**src/rtl/uart_cmd_decoder.sv**
```systemverilog
// ---------------------------------------------------------------------------
// uart_cmd_decoder
//
// Sits behind a UART receiver and turns its byte stream into register-file
// read/write strobes and ALU operation requests. Frames start with a
// command byte:
//   0xAA ADDR DATA      -> WR_EN  (ADDR, WR_DATA updated)
//   0xBB ADDR           -> RD_EN  (ADDR updated)
//   0xCC OPA OPB FUN    -> ALU_EN (OP_A, OP_B, ALU_FUN updated)
//   0xDD FUN            -> ALU_EN (ALU_FUN updated, operands reused)
// Any other byte in IDLE is rejected with a CMD_ERR pulse.
//
// If a frame stalls for TIMEOUT_CYC cycles between bytes, it is abandoned
// and CMD_ERR is pulsed.
//
// Optional feature (macro UART_CMD_ERR_DROP_EN):
//   When defined, a byte that arrives with PAR_ERR or FRM_ERR aborts the
//   current frame: the FSM returns to IDLE, CMD_ERR pulses and no data
//   register changes. When undefined, the error flags are ignored.
//
// Ports
//   CLK        in   system clock
//   RST        in   synchronous active-high reset
//   RX_P_DATA  in   received byte
//   RX_D_VLD   in   one-cycle valid pulse for RX_P_DATA
//   PAR_ERR    in   parity error, qualified by RX_D_VLD
//   FRM_ERR    in   framing error, qualified by RX_D_VLD
//   WR_EN      out  register-file write strobe (1 cycle)
//   RD_EN      out  register-file read strobe (1 cycle)
//   ADDR       out  register-file address
//   WR_DATA    out  register-file write data
//   ALU_EN     out  ALU request strobe (1 cycle)
//   ALU_FUN    out  ALU function code
//   OP_A       out  ALU operand A
//   OP_B       out  ALU operand B
//   BUSY       out  high while a frame is partially received
//   CMD_ERR    out  1-cycle pulse when a frame is rejected or aborted
// ---------------------------------------------------------------------------
module uart_cmd_decoder #(
    parameter int DATA_WIDTH  = 8,
    parameter int ADDR_WIDTH  = 4,
    parameter int FUN_WIDTH   = 4,
    parameter int TIMEOUT_CYC = 50000
) (
    input  logic                  CLK,
    input  logic                  RST,
    input  logic [DATA_WIDTH-1:0] RX_P_DATA,
    input  logic                  RX_D_VLD,
    input  logic                  PAR_ERR,
    input  logic                  FRM_ERR,
    output logic                  WR_EN,
    output logic                  RD_EN,
    output logic [ADDR_WIDTH-1:0] ADDR,
    output logic [DATA_WIDTH-1:0] WR_DATA,
    output logic                  ALU_EN,
    output logic [FUN_WIDTH-1:0]  ALU_FUN,
    output logic [DATA_WIDTH-1:0] OP_A,
    output logic [DATA_WIDTH-1:0] OP_B,
    output logic                  BUSY,
    output logic                  CMD_ERR
);

    localparam int CNT_W = (TIMEOUT_CYC > 2) ? $clog2(TIMEOUT_CYC) : 1;

    localparam logic [DATA_WIDTH-1:0] CMD_WR      = DATA_WIDTH'(8'hAA);
    localparam logic [DATA_WIDTH-1:0] CMD_RD      = DATA_WIDTH'(8'hBB);
    localparam logic [DATA_WIDTH-1:0] CMD_ALU     = DATA_WIDTH'(8'hCC);
    localparam logic [DATA_WIDTH-1:0] CMD_ALU_FUN = DATA_WIDTH'(8'hDD);

    localparam logic [CNT_W-1:0] CNT_LAST = CNT_W'(TIMEOUT_CYC - 1);

    typedef enum logic [2:0] {
        IDLE,
        WR_ADDR,
        WR_DATA_S,
        RD_ADDR,
        ALU_OPA,
        ALU_OPB,
        ALU_FUN_S
    } state_t;

    state_t           state;
    logic [CNT_W-1:0] tmo_cnt;
    logic             byte_err;

`ifdef UART_CMD_ERR_DROP_EN
    assign byte_err = PAR_ERR | FRM_ERR;
`else
    // Error flags are deliberately ignored in this build; the port pair is
    // folded into a sink so the inputs are still formally consumed.
    logic unused_err_flags;
    assign unused_err_flags = PAR_ERR ^ FRM_ERR;
    assign byte_err         = 1'b0;
`endif

    // Whole decoder lives in one registered block. Strobes and CMD_ERR
    // default low each cycle so they can only ever be one cycle wide.
    // BUSY is updated together with every state change so it reflects the
    // state being entered, which keeps it low in the strobe cycle.
    always_ff @(posedge CLK) begin
        if (RST) begin
            state   <= IDLE;
            tmo_cnt <= '0;
            WR_EN   <= 1'b0;
            RD_EN   <= 1'b0;
            ALU_EN  <= 1'b0;
            CMD_ERR <= 1'b0;
            BUSY    <= 1'b0;
            ADDR    <= '0;
            WR_DATA <= '0;
            ALU_FUN <= '0;
            OP_A    <= '0;
            OP_B    <= '0;
        end else begin
            WR_EN   <= 1'b0;
            RD_EN   <= 1'b0;
            ALU_EN  <= 1'b0;
            CMD_ERR <= 1'b0;

            if (RX_D_VLD) begin
                // A byte always restarts the inter-byte timer, even when it
                // coincides with expiry: the byte wins.
                tmo_cnt <= '0;
                if (byte_err) begin
                    state   <= IDLE;
                    BUSY    <= 1'b0;
                    CMD_ERR <= 1'b1;
                end else begin
                    case (state)
                        IDLE: begin
                            if (RX_P_DATA == CMD_WR) begin
                                state <= WR_ADDR;
                                BUSY  <= 1'b1;
                            end else if (RX_P_DATA == CMD_RD) begin
                                state <= RD_ADDR;
                                BUSY  <= 1'b1;
                            end else if (RX_P_DATA == CMD_ALU) begin
                                state <= ALU_OPA;
                                BUSY  <= 1'b1;
                            end else if (RX_P_DATA == CMD_ALU_FUN) begin
                                state <= ALU_FUN_S;
                                BUSY  <= 1'b1;
                            end else begin
                                CMD_ERR <= 1'b1;
                            end
                        end
                        WR_ADDR: begin
                            ADDR  <= RX_P_DATA[ADDR_WIDTH-1:0];
                            state <= WR_DATA_S;
                        end
                        WR_DATA_S: begin
                            WR_DATA <= RX_P_DATA;
                            WR_EN   <= 1'b1;
                            state   <= IDLE;
                            BUSY    <= 1'b0;
                        end
                        RD_ADDR: begin
                            ADDR  <= RX_P_DATA[ADDR_WIDTH-1:0];
                            RD_EN <= 1'b1;
                            state <= IDLE;
                            BUSY  <= 1'b0;
                        end
                        ALU_OPA: begin
                            OP_A  <= RX_P_DATA;
                            state <= ALU_OPB;
                        end
                        ALU_OPB: begin
                            OP_B  <= RX_P_DATA;
                            state <= ALU_FUN_S;
                        end
                        ALU_FUN_S: begin
                            ALU_FUN <= RX_P_DATA[FUN_WIDTH-1:0];
                            ALU_EN  <= 1'b1;
                            state   <= IDLE;
                            BUSY    <= 1'b0;
                        end
                        default: begin
                            state <= IDLE;
                            BUSY  <= 1'b0;
                        end
                    endcase
                end
            end else if (state != IDLE) begin
                // Stalled mid-frame: count idle cycles and abandon the
                // frame once the budget is used up.
                if (tmo_cnt == CNT_LAST) begin
                    tmo_cnt <= '0;
                    state   <= IDLE;
                    BUSY    <= 1'b0;
                    CMD_ERR <= 1'b1;
                end else begin
                    tmo_cnt <= tmo_cnt + CNT_W'(1);
                end
            end else begin
                tmo_cnt <= '0;
            end
        end
    end

endmodule

```
**config.mk**
```make
export PLATFORM = sky130hd
export DESIGN_NAME = uart_cmd_decoder
export DESIGN_NICKNAME = d
export VERILOG_FILES = /design/src/rtl/uart_cmd_decoder.sv
export SDC_FILE = /design/constraint.sdc
export NUM_CORES = 1
export LEC_CHECK = 0
export ABC_AREA = 1
export CORE_UTILIZATION = 35
export CTS_BUF_LIST = sky130_fd_sc_hd__clkbuf_2 sky130_fd_sc_hd__clkbuf_4 sky130_fd_sc_hd__clkbuf_8
export CTS_CLUSTER_SIZE = 8
export DETAILED_ROUTE_END_ITERATION = 16
export HOLD_SLACK_MARGIN = 0.02
export PLACE_DENSITY = 0.57
export SYNTH_ARGS = -nofsm -noshare
export SYNTH_HDL_FRONTEND = slang
export SYNTH_SLANG_ARGS = --single-unit
```
**constraint.sdc**
```tcl
create_clock -name CLK -period 1.75 [get_ports CLK]
set_input_delay 0.175 -clock CLK [delete_from_list [all_inputs] [get_ports CLK]]
set_output_delay 0.175 -clock CLK [all_outputs]
set_load 0.1 [all_outputs]
```
* Yosys cells after proc, flatten, opt, wreduce, memory -nomap -nowiden
Cells that the tools add are included.
** Storage, ports and cells
- Bits in registers :: 56
- Logic and storage cells :: 70
- Input bits :: 13
** Operators by class
- Reductions and logical operators :: 15
- Equality and inequality tests :: 13
- Bitwise operators :: 2
- Mux-type cells :: 27
- Add/sub/neg operators :: 1
** Operators with widths (count)
- 8-bit == test, second input constant :: 4
- 3-bit 2-to-1 mux :: 7
- 1-bit 2-to-1 mux :: 18
- 16-bit by 1-bit adder with 16-bit output, second input constant :: 1
- 16-bit == test, second input constant :: 1
- 3-bit case mux with 4 select lines :: 1
- 2-bit AND reduction :: 5
- 3-bit == test, second input constant :: 3
- 3-bit by 2-bit == test with 1-bit output, second input constant :: 2
- 6-bit != test, second input constant :: 1
- 4-bit AND reduction :: 1
- 2-bit nonzero test :: 2
- 2-bit OR reduction :: 2
- 4-bit OR reduction :: 1
- 3-bit by 1-bit == test with 1-bit output, second input constant :: 1
- 3-bit logical NOT :: 1
- 3-bit AND reduction :: 1
- 3-bit nonzero test :: 1
- 3-bit OR reduction :: 1
- 2-bit != test, second input constant :: 1
- 1-bit inverter :: 2
- 1-bit case mux with 2 select lines :: 1

* Logic depth before layout (Yosys ltp)
- Word-level depth :: 7
- Depth in mapped cells :: 11

* Worst setup path before layout
Ideal clock, no wire load.
- Kind :: flip-flop to flip-flop
- From :: reg tmo_cnt[0]
- To :: reg tmo_cnt[10]
- Setup time :: 0.117 ns
- Buffers on the path :: 1
- Clock period less this slack :: 1.359 ns
- Cell stages (with the launch flop) :: 10
- Data arrival time :: 1.242 ns
- Setup slack :: 0.391 ns
- Cells stage by stage :: dfxtp_1 -> ha_1 -> nand2_1 -> inv_2 -> nand2_1 -> nor2_1 -> nand2_1 -> nand4_2 -> buf_2 -> nor2_1
** On the way
- Cells in the longest elaborated chain, start to end :: 2
- Elaborated cells on any way between the ends :: 3
** RTL lines
- start: declaration :: line 83 : logic [CNT_W-1:0] tmo_cnt;
- start signal: assignment :: line 192 : tmo_cnt <= tmo_cnt + CNT_W'(1);
- parallel branches: the longest is 2 deep, another holds 16-bit by 1-bit adder with 16-bit output
Several ways; the timed one is not identified.
A chain may end at the register's enable or synchronous reset.

* Worst setup path in the final report
- From :: reg tmo_cnt[0]
- To :: reg state[1]
** On the way
- Cells in the longest elaborated chain, start to end :: 3
** RTL lines
- 16-bit == test :: line 186 : if (tmo_cnt == CNT_LAST) begin
- 2-bit nonzero test (no source line)
- 3-bit AND reduction (no source line)
- end signal: assignment :: line 174 : state <= IDLE;
- end signal: assignment :: line 178 : state <= IDLE;
- end signal: assignment :: line 188 : state <= IDLE;
- end: declaration :: line 82 : state_t state;
No other way between the ends.

==> results.sh <==
export IMPL_cts_resized=0
export IMPL_critPathArrivalTime_ps=1780
export IMPL_cp_start_kind="flip-flop"
export IMPL_fin_util_pct=46.4
export IMPL_syn_area_um2=2380
export IMPL_final_layout_size_suffix_gt1_share_pct=17.7
export IMPL_vias=2225
export IMPL_h_tree_depth=2
export IMPL_n_fill_cell=666
export IMPL_clk_latency_ps=310
export IMPL_final_net_count=403
export IMPL_synth_distinct_cells=24
export IMPL_dieArea_um2=7140
export IMPL_setup_viol=0
export IMPL_hold_viol=0
export IMPL_antenna_cells=0
export IMPL_grt_max_degree=35
export IMPL_crit_type="flip-flop to flip-flop"
export IMPL_synth_seq_cells=56
export IMPL_cts_made_buffers=5
export IMPL_final_cells=467
export IMPL_routed_via_density=4.76
export IMPL_post_cts_buffers=0
export IMPL_synth_avg_cell_area_um2=7.15
export IMPL_rsz0062_at_grt="no"
export IMPL_drv_cap=0
export IMPL_p_sw_uw=631
export IMPL_wire_per_inst_um=12.0
export IMPL_syn_inst=333
export IMPL_drc_errors=0
export IMPL_port_buffer_count=47
export IMPL_die_width_um=84.5
export IMPL_fmax_ghz=0.640
export IMPL_final_common_cell="nor2_1"
export IMPL_ys_seq_area_share_pct=47.1
export IMPL_synth_adder_area_share_pct=0.525
export IMPL_ant_nets=0
export IMPL_required_ps=1970
export IMPL_core_um2=6460
export IMPL_pwr_share_clk_pct=31.3
export IMPL_row_count=29
export IMPL_synth_top_area_share_pct=47.1
export IMPL_antenna_found_initial=0
export IMPL_cts_sinks=56
export IMPL_gp_congestion=0.747
export IMPL_drt_wl_total_um=5630
export IMPL_cts_tree="built"
export IMPL_whs_ps=447
export IMPL_tns_ps=0
export IMPL_finalClockSkew_ps=11.7
export IMPL_grt_ovfl_total=0
export IMPL_cts_hold_buf=0
export IMPL_worst_pin_slew_ps=376
export IMPL_synth_fp_nets=347
export IMPL_die_y_um=84.5
export IMPL_status="complete, no violations"
export IMPL_layout_common_cells="nor2_1, dfxtp_1, buf_4"
export IMPL_power_frac_seq_pct=56.9
export IMPL_area_growth_pct=25.9
export IMPL_power_density_nw_per_um2=761
export IMPL_cp_end_kind="flip-flop"
export IMPL_synth_top_area_cell="dfxtp_1"
export IMPL_synth_top_family_by_area="simple AND/OR/NAND/NOR gates"
export IMPL_drt_pass1_iterations=4
export IMPL_grt_pass1_wl_um=9480
export IMPL_hp_class="flip-flop to flip-flop"
export IMPL_root_buffer="clkbuf_8"
export IMPL_synth_simple_area_share_pct=28.7
export IMPL_boundaryPins=50
export IMPL_min_period_over_period_pct=89.2
export IMPL_grt_pass1_vias=2101
export IMPL_yosys_top_cells_area="dfxtp_1, nor2_1, nand2_1"
export IMPL_rrSetupSlack_ps=190
export IMPL_initial_core_util_pct=36.9
export IMPL_dp_cells=459
export IMPL_path_max_fanout=4
export IMPL_power_internal_mw=1.65
export IMPL_maxSlewHeadroom_pct=74.9
export IMPL_synth_area_mux_share_pct=0
export IMPL_drt_iter0_drc=45
export IMPL_dp_hpwl_um=4070
export IMPL_yosys_area_share_xor_xnor_pct=2.94
export IMPL_grt_total_usage_pct=16.6
export IMPL_synth_compound_area_share_pct=12.6
export IMPL_drv_slew=0
export IMPL_period_needed_ps=1560
export IMPL_leakage_nw=1.33
export IMPL_swShare_pct=27.7
export IMPL_clk_pin_slew_worst_paths_ps=110
export IMPL_pwr_share_comb_pct=11.8
export IMPL_yosys_warnings=0
export IMPL_cts_buffer_depth=2
export IMPL_ir_drop_v=0.000326
-- critical path, stage by stage, from the launching register on --
cell and delay [ps]:
dfxtp_1 360, ha_1 170, nand2_1 80, inv_2 70, nand2_1 80, nor2_1 160
nand2_2 120, nand2_2 110, nand3_1 150, nor2_1 140, nor2_1 50
-- sequential cells by signal, summed over array words and instances (netlist names) --
| signal | count |
|---|---|
| CMD_ERR | 1 |
| RD_EN | 1 |
| BUSY | 1 |
| tmo_cnt | 16 |
| state | 3 |
| WR_DATA | 8 |
| ALU_EN | 1 |
| ALU_FUN | 4 |
| ADDR | 4 |
| OP_B | 8 |
| OP_A | 8 |
| WR_EN | 1 |
-- through the flow --
stage | area (um^2) | setup WS, ps | power [mW]
4_1_cts | 2980 | 28.3 | 2.31
2_1_floorplan | 2380 | 391 | 1.50
6_report | 3000 | 189 | 2.28
3_5_place_dp | 2890 | 56.7 | 1.59
5_1_grt | 3000 | 18.2 | 2.39
3_3_place_gp | 2890 | 83.8 | 1.59
-- per-layer routing --
metal	global-route usage [%]	vias up	wire [um]
met5	0	-	0
met4	5.24	0	99
met3	5.70	11	333
met2	28.2	47	2600
met1	19.7	997	2590
li1	-	1170	-
-- power by group through the flow --
stage                     Clock (mW)  Sequential [mW]  Combinational [mW]
final                          0.715             1.30               0.268
after global routing           0.796             1.30               0.289
after CTS                      0.743             1.30               0.267
after detailed placement           0             1.33               0.267
after global placement             0             1.33               0.266
after floorplan                    0             1.42              0.0884
-- cell usage after synthesis, drive strengths merged --
cell type  instances
ha                 1
nand3             14
xor2               6
nor3              12
nor2              75
a21oi             27
inv               36
and3               1
clkbuf             3
or2                2
buf                8
xnor2              2
dfxtp             56
nand4              4
o21ai             33
nand2             53
-- area by class of cell --
type / instances / area [um^2] / share of cell area [%]
Clock buffer: 5 / 68.8 / 2.30
Clock inverter: 3 / 21.3 / 0.710
Inverter: 36 / 135 / 4.51
Multi-Input combinational cell: 230 / 1080 / 36.0
Sequential cell: 56 / 1120 / 37.4
Tap cell: 77 / 96.3 / 3.21
Timing Repair Buffer: 60 / 475 / 15.9
-- logic make-up (layout without fill, tap and decap cells) --
family | count (synthesis) | count (layout)
flops | 56 | 56
xor+xnor | 8 | 8
buf+inv | 47 | 104
compound gates | 60 | 60
fa+ha+maj | 1 | 1
simple gates | 161 | 161
-- path summary, 6_finish.rpt --
path | depth (start not counted) | endpoint | startpoint
setup reg to reg | 10 | state[1] | tmo_cnt[0]
hold / removal | 1 | tmo_cnt[0] | tmo_cnt[0]
hold reg to reg | 1 | tmo_cnt[0] | tmo_cnt[0]
setup / recovery | 10 | state[1] | tmo_cnt[0]
(Power assumes the default switching activity.)
==> edit 1: new RTL, same flow settings <==
The parameter `ADDR_WIDTH` goes from 4 to 3.
--- a/src/rtl/uart_cmd_decoder.sv
+++ b/src/rtl/uart_cmd_decoder.sv
@@ -40,3 +40,3 @@
     parameter int DATA_WIDTH  = 8,
-    parameter int ADDR_WIDTH  = 4,
+    parameter int ADDR_WIDTH  = 3,
     parameter int FUN_WIDTH   = 4,
Ports: changed (resized ADDR); port bits go from 50 to 49. No check against the original RTL was run, so the function may have changed too.
==> edit 1 against the unedited design <==
Global-route usage increased by 0.28 points; first-iteration DRC count grew 120%; sequential cell count fell by 1; design area is 1.3% higher; critical endpoint unchanged; hold slack improved by 0.010 ns; worst setup slack improved by 0.034 ns; combinational power increased by 3%; critical path depth up 1; area after synthesis increased by 0.47%; clock skew fell by 0.0045 ns; total power is 6.8% higher; routed wire length increased by 3.4%.
==> edit 1: results (changes against the unedited design) <==
metric,value,unit,change
status,completed,,
ant diodes,0,,unchanged
worst flop-to-flop path endpoint,state[1],,
fill count,668,,+0.30%
Clock Skews,0.007284,ns,-0.004466 ns
total track usage,0.1687,,+0.002807
H-tree levels,2,,unchanged
hold wc startpoint,tmo_cnt[0],,
Placer Congestion,0.7621,,+2.1%
post-CTS sizing,0,,unchanged
Synth Warn #,0,,unchanged
1st-pass router iterations,6,,+2
Sw Ratio,0.2582,,-0.01845
CTS root buffer,clkbuf_8,,
reg2reg start,tmo_cnt[0],,
Wirelength per Cell,12.51,um,+3.9%
Synth cell types,25,,+4.2%
Leakage,1.324,nW,-0.32%
worst min-delay path class,flop to flop,,
Slowest cell on crit path,dfxtp_1,,
DR iter-0 viols,101,,+120%
Hold EP,tmo_cnt[0],,
crit-path max FO,4,,unchanged
Setup Buffers After CTS,0,,unchanged
Syn Nets,345,,-0.58%
"Largest stage delay, worst path",0.37,ns,
ys flop type,dfxtp_1,,
IO buf count,46,,-2.1%
largest net degree at the start of global routing,34,,-2.9%
number of global-route vias before repair,2010,,-4.3%
layout net count,401,,-0.50%
clock transition at the registers of the reported paths,0.10,ns,
first-pass GRT wire length,9680,um,+2.1%
maximum vdd drop,0.4332,mV,+33%
actual slew at the worst max-slew pin,0.3768,ns,+0.001225 ns
post-synthesis sequential area ratio,0.4603,,-0.01058
GR met1 Demand/Resource,0.2345,,+0.03742
number of synthesized flops with an enable pin,0,,unchanged
worst skew pair latency,0.31,ns,about the same
most flop-heavy register,tmo_cnt,,
Largest register FFs,16,,unchanged
reg2reg setup slack,0.22,ns,+0.03 ns
Async SR Flop Fraction,0,,unchanged
share of cells above drive strength 1,0.2139,,+0.03699
grt met2 use,0.2520,,-0.02956
CTS buffer count,5,,unchanged
placed cell area,2918,um2,+0.82%
most instantiated cells after synthesis,"nor2_1 (69), dfxtp_1 (55), nand2_1 (50)",,
hold depth,1,,unchanged
"top cells by area, synth","dfxtp_1 (46%), nor2_1 (11%), nand2_1 (7.8%), a21oi_1 (5.9%), inv_1 (4.1%)",,
CP arrival,1.78,ns,about the same
final HPWL from detailed placement,4326,um,+6.4%
vias per inst,4.742,,-0.47%
reg2reg path depth,11,,+1
Core Region,6459,um2,unchanged
initial antenna violation count,0,,unchanged
Clock Tree Buf Depth,2,,unchanged
GRT met3 Usage,0.04720,,-0.009833
## edit 1: cell count changes after synthesis, moves of 3 or more
cell	change
inv_1	-9
nand3_1	-3
nor3_2	+3
nor2_1	-3
o21ai_1	+14
inv_2	+10
nor3_1	-4
o21ai_0	-16
## edit 1: kinds of logic (layout without fill, tap and decap cells)
kind of cell,Yosys count,after routing,synth area share
buf+inv,46,103,0.07636
compound gates,59,59,0.1234
fa+ha+maj,1,1,0.005229
simple gates,163,163,0.3091
xor+xnor,7,7,0.02563
flops,55,55,0.4603
## edit 1: worst max-delay path, delay by kind of cell (launching register included)
kind	cells	cell delay (ns)
buf+inv	1	0.06
flops	1	0.37
fa+ha+maj	1	0.17
simple gates	9	0.86
## edit 1: how the worst max path moves through the flow
stage                       from     endpoint  slack [ns]
floorplan             tmo_cnt[0]  tmo_cnt[15]        0.38
global placement    RX_P_DATA[1]     state[1]        0.13
detailed placement      RX_D_VLD   WR_DATA[0]        0.11
CTS                   tmo_cnt[0]     state[1]        0.24
global route          tmo_cnt[0]     state[1]        0.02
finish                tmo_cnt[0]     state[1]        0.22
## edit 1: power by group through the flow
stage	combinational (mW)	sequential (mW)	clock (mW)
after detailed placement	0.276	1.31	0
after floorplan	0.0907	1.40	0
final	0.277	1.28	0.882
after CTS	0.277	1.28	0.904
after global routing	0.297	1.28	0.954
after global placement	0.276	1.31	0
## edit 1: layer usage
layer	part of all wire	vias to the layer above	wire length (um)
met5	0	-	0
met2	0.43	38	2480
met4	0.013	0	78
met1	0.51	997	2987
met3	0.047	6	272
li1	-	1164	-
## edit 1: cell type report
cell class,count,area share
multi-input cells,230,0.3652
repair buffers,58,0.1558
clock buffers,6,0.02721
flip-flops and latches,55,0.3627
well taps,77,0.03174
clock inverters,2,0.01154
inverters,37,0.04575
## edit 1: stage by stage
step | worst slack [ns] | cells | util | total power, mW | hold slack (ns)
after floorplan | 0.3770 | 331 | - | 1.490 | 0.2441
after global placement | 0.1269 | 457 | 0.4518 | 1.582 | 0.4350
after detailed placement | 0.1054 | 457 | 0.4518 | 1.583 | 0.4449
after CTS | 0.2365 | 465 | 0.4700 | 2.459 | 0.4627
after global routing | 0.02285 | 465 | 0.4700 | 2.531 | 0.4970
final | 0.2222 | 465 | 0.4700 | 2.437 | 0.4577
==> edit 2: new RTL, same flow settings <==
Without the edit above. Encoding of `state_t`: now one-hot (7 bits for 7 states).
--- a/src/rtl/uart_cmd_decoder.sv
+++ b/src/rtl/uart_cmd_decoder.sv
@@ -71,10 +71,10 @@
 
-    typedef enum logic [2:0] {
-        IDLE,
-        WR_ADDR,
-        WR_DATA_S,
-        RD_ADDR,
-        ALU_OPA,
-        ALU_OPB,
-        ALU_FUN_S
+    typedef enum logic [6:0] {
+        IDLE      = 7'b0000001,
+        WR_ADDR   = 7'b0000010,
+        WR_DATA_S = 7'b0000100,
+        RD_ADDR   = 7'b0001000,
+        ALU_OPA   = 7'b0010000,
+        ALU_OPB   = 7'b0100000,
+        ALU_FUN_S = 7'b1000000
     } state_t;
Behaviour: same outputs for any inputs over 4 cycles, from zero or initial values and one cycle with RST high; so few cycles prove little.
==> edit 2 against the unedited design <==
Global-route usage is 0.63 points higher; fmax shrank 2.8%; via count increased by 11%; design area grew 14%; sequential cell count rose by 4; area after synthesis increased by 9.5%; total power rose by 25%; critical path depth is 2 lower; first-iteration DRC count increased to 3.6 times the old value; routed wire length grew 14%; worst setup slack got worse by 0.045 ns; critical path type unchanged; largest cell class is now multi-input combinational cells; highest routed layer unchanged.
==> edit 2: results (changes against the unedited design) <==
metric,value,unit,change
worst hold slack,0.4524,ns,+0.004924 ns
H-tree levels,3,,+1
total track usage,0.1722,,+0.006306
share of cells above drive strength 1,0.2179,,+0.04097
CP arrival,1.86,ns,+0.08 ns
status,completed,,
post-CTS sizing,0,,unchanged
fill count,759,,+14%
layout net count,445,,+10%
syn avg cell area,7.263,um2,+1.6%
GR met1 Demand/Resource,0.2443,,+0.04718
xor/xnor share of the synthesized area,0.01344,,-0.01599
grt met2 use,0.2448,,-0.03684
DR iter-0 viols,162,,+260%
Metal-1 WL,3309,um,+28%
Syn Nets,373,,+7.5%
post-synthesis sequential area ratio,0.4607,,-0.01018
Clock Skews,0.01205,ns,+0.0002967 ns
Cells after DPL,518,,+13%
met2 WL post-DR,2850,um,+9.6%
Synth cell types,26,,+8.3%
CTS buffer count,9,,+4
Leakage,1.474,nW,+11%
Clock Power Share,0.383,,+0.070
reg2reg setup slack,0.14,ns,-0.05 ns
worst skew pair latency,0.33,ns,+0.02 ns
Wirelength per Cell,12.01,um,-0.33%
first-pass GRT wire length,10170,um,+7.3%
area share of fa/ha/maj cells after synthesis,0.004798,,-0.0004564
"top cells by area, synth","dfxtp_1 (46%), nor2_1 (10%), nand2_1 (8.1%), o21ai_0 (5.2%), a21oi_1 (5.0%)",,
Max Clk Rate,622.4,MHz,-2.8%
Final Hold Vio Count,0,,unchanged
GRT met3 Usage,0.03825,,-0.01878
IO buf count,47,,unchanged
clock transition at the registers of the reported paths,0.07,ns,-0.04 ns
maximum vdd drop,0.4386,mV,+34%
"non-filler cells, final",535,,+15%
Via Count,2463,,+11%
final HPWL from detailed placement,4685,um,+15%
Clock Tree Buf Depth,2,,unchanged
crit-path max FO,8,,+4
"Largest stage delay, worst path",0.32,ns,-0.04 ns
DR WL met3,224,um,-33%
Sw Ratio,0.2937,,+0.01706
placed cell area,3228,um2,+12%
Async SR Flop Fraction,0,,unchanged
number of global-route vias before repair,2180,,+3.8%
post-synthesis compound-gate area fraction,0.1305,,+0.004402
Placer Congestion,0.9095,,+22%
Seq group,1.40,mW,+8%
DP Worst Slack,-0.06723,ns,-0.1239 ns
largest net degree at the start of global routing,24,,-31%
most instantiated cells after synthesis,"nor2_1 (71), dfxtp_1 (60), nand2_1 (56)",,
==> edit 2: cell type report <==
class                           instances  area (um2)  area share
Multi-Input combinational cell        253        1230      0.3593
Sequential cell                        60        1201      0.3509
Timing Repair Buffer                   71       558.0      0.1630
Inverter                               36       135.1     0.03947
Clock buffer                            9       123.9     0.03618
Tap cell                               99       123.9     0.03618
Clock inverter                          7       51.30     0.01499
==> edit 2: path summary, 6_finish.rpt <==
| kind | to | cells after the start | startpoint |
|---|---|---|---|
| worst max-delay path | tmo_cnt[14] | 8 | tmo_cnt[0] |
| worst min-delay path | tmo_cnt[0] | 1 | tmo_cnt[0] |
| worst max register to register | tmo_cnt[14] | 8 | tmo_cnt[0] |
| worst min register to register | tmo_cnt[0] | 1 | tmo_cnt[0] |
==> edit 2: critical path, delay by kind of cell, from the launching register on <==
kind | cells | cell delay [ns]
AND/OR/NAND/NOR | 6 | 0.91
flip-flops | 1 | 0.32
adder cells (fa/ha/maj) | 1 | 0.22
buffers and inverters | 1 | 0.08
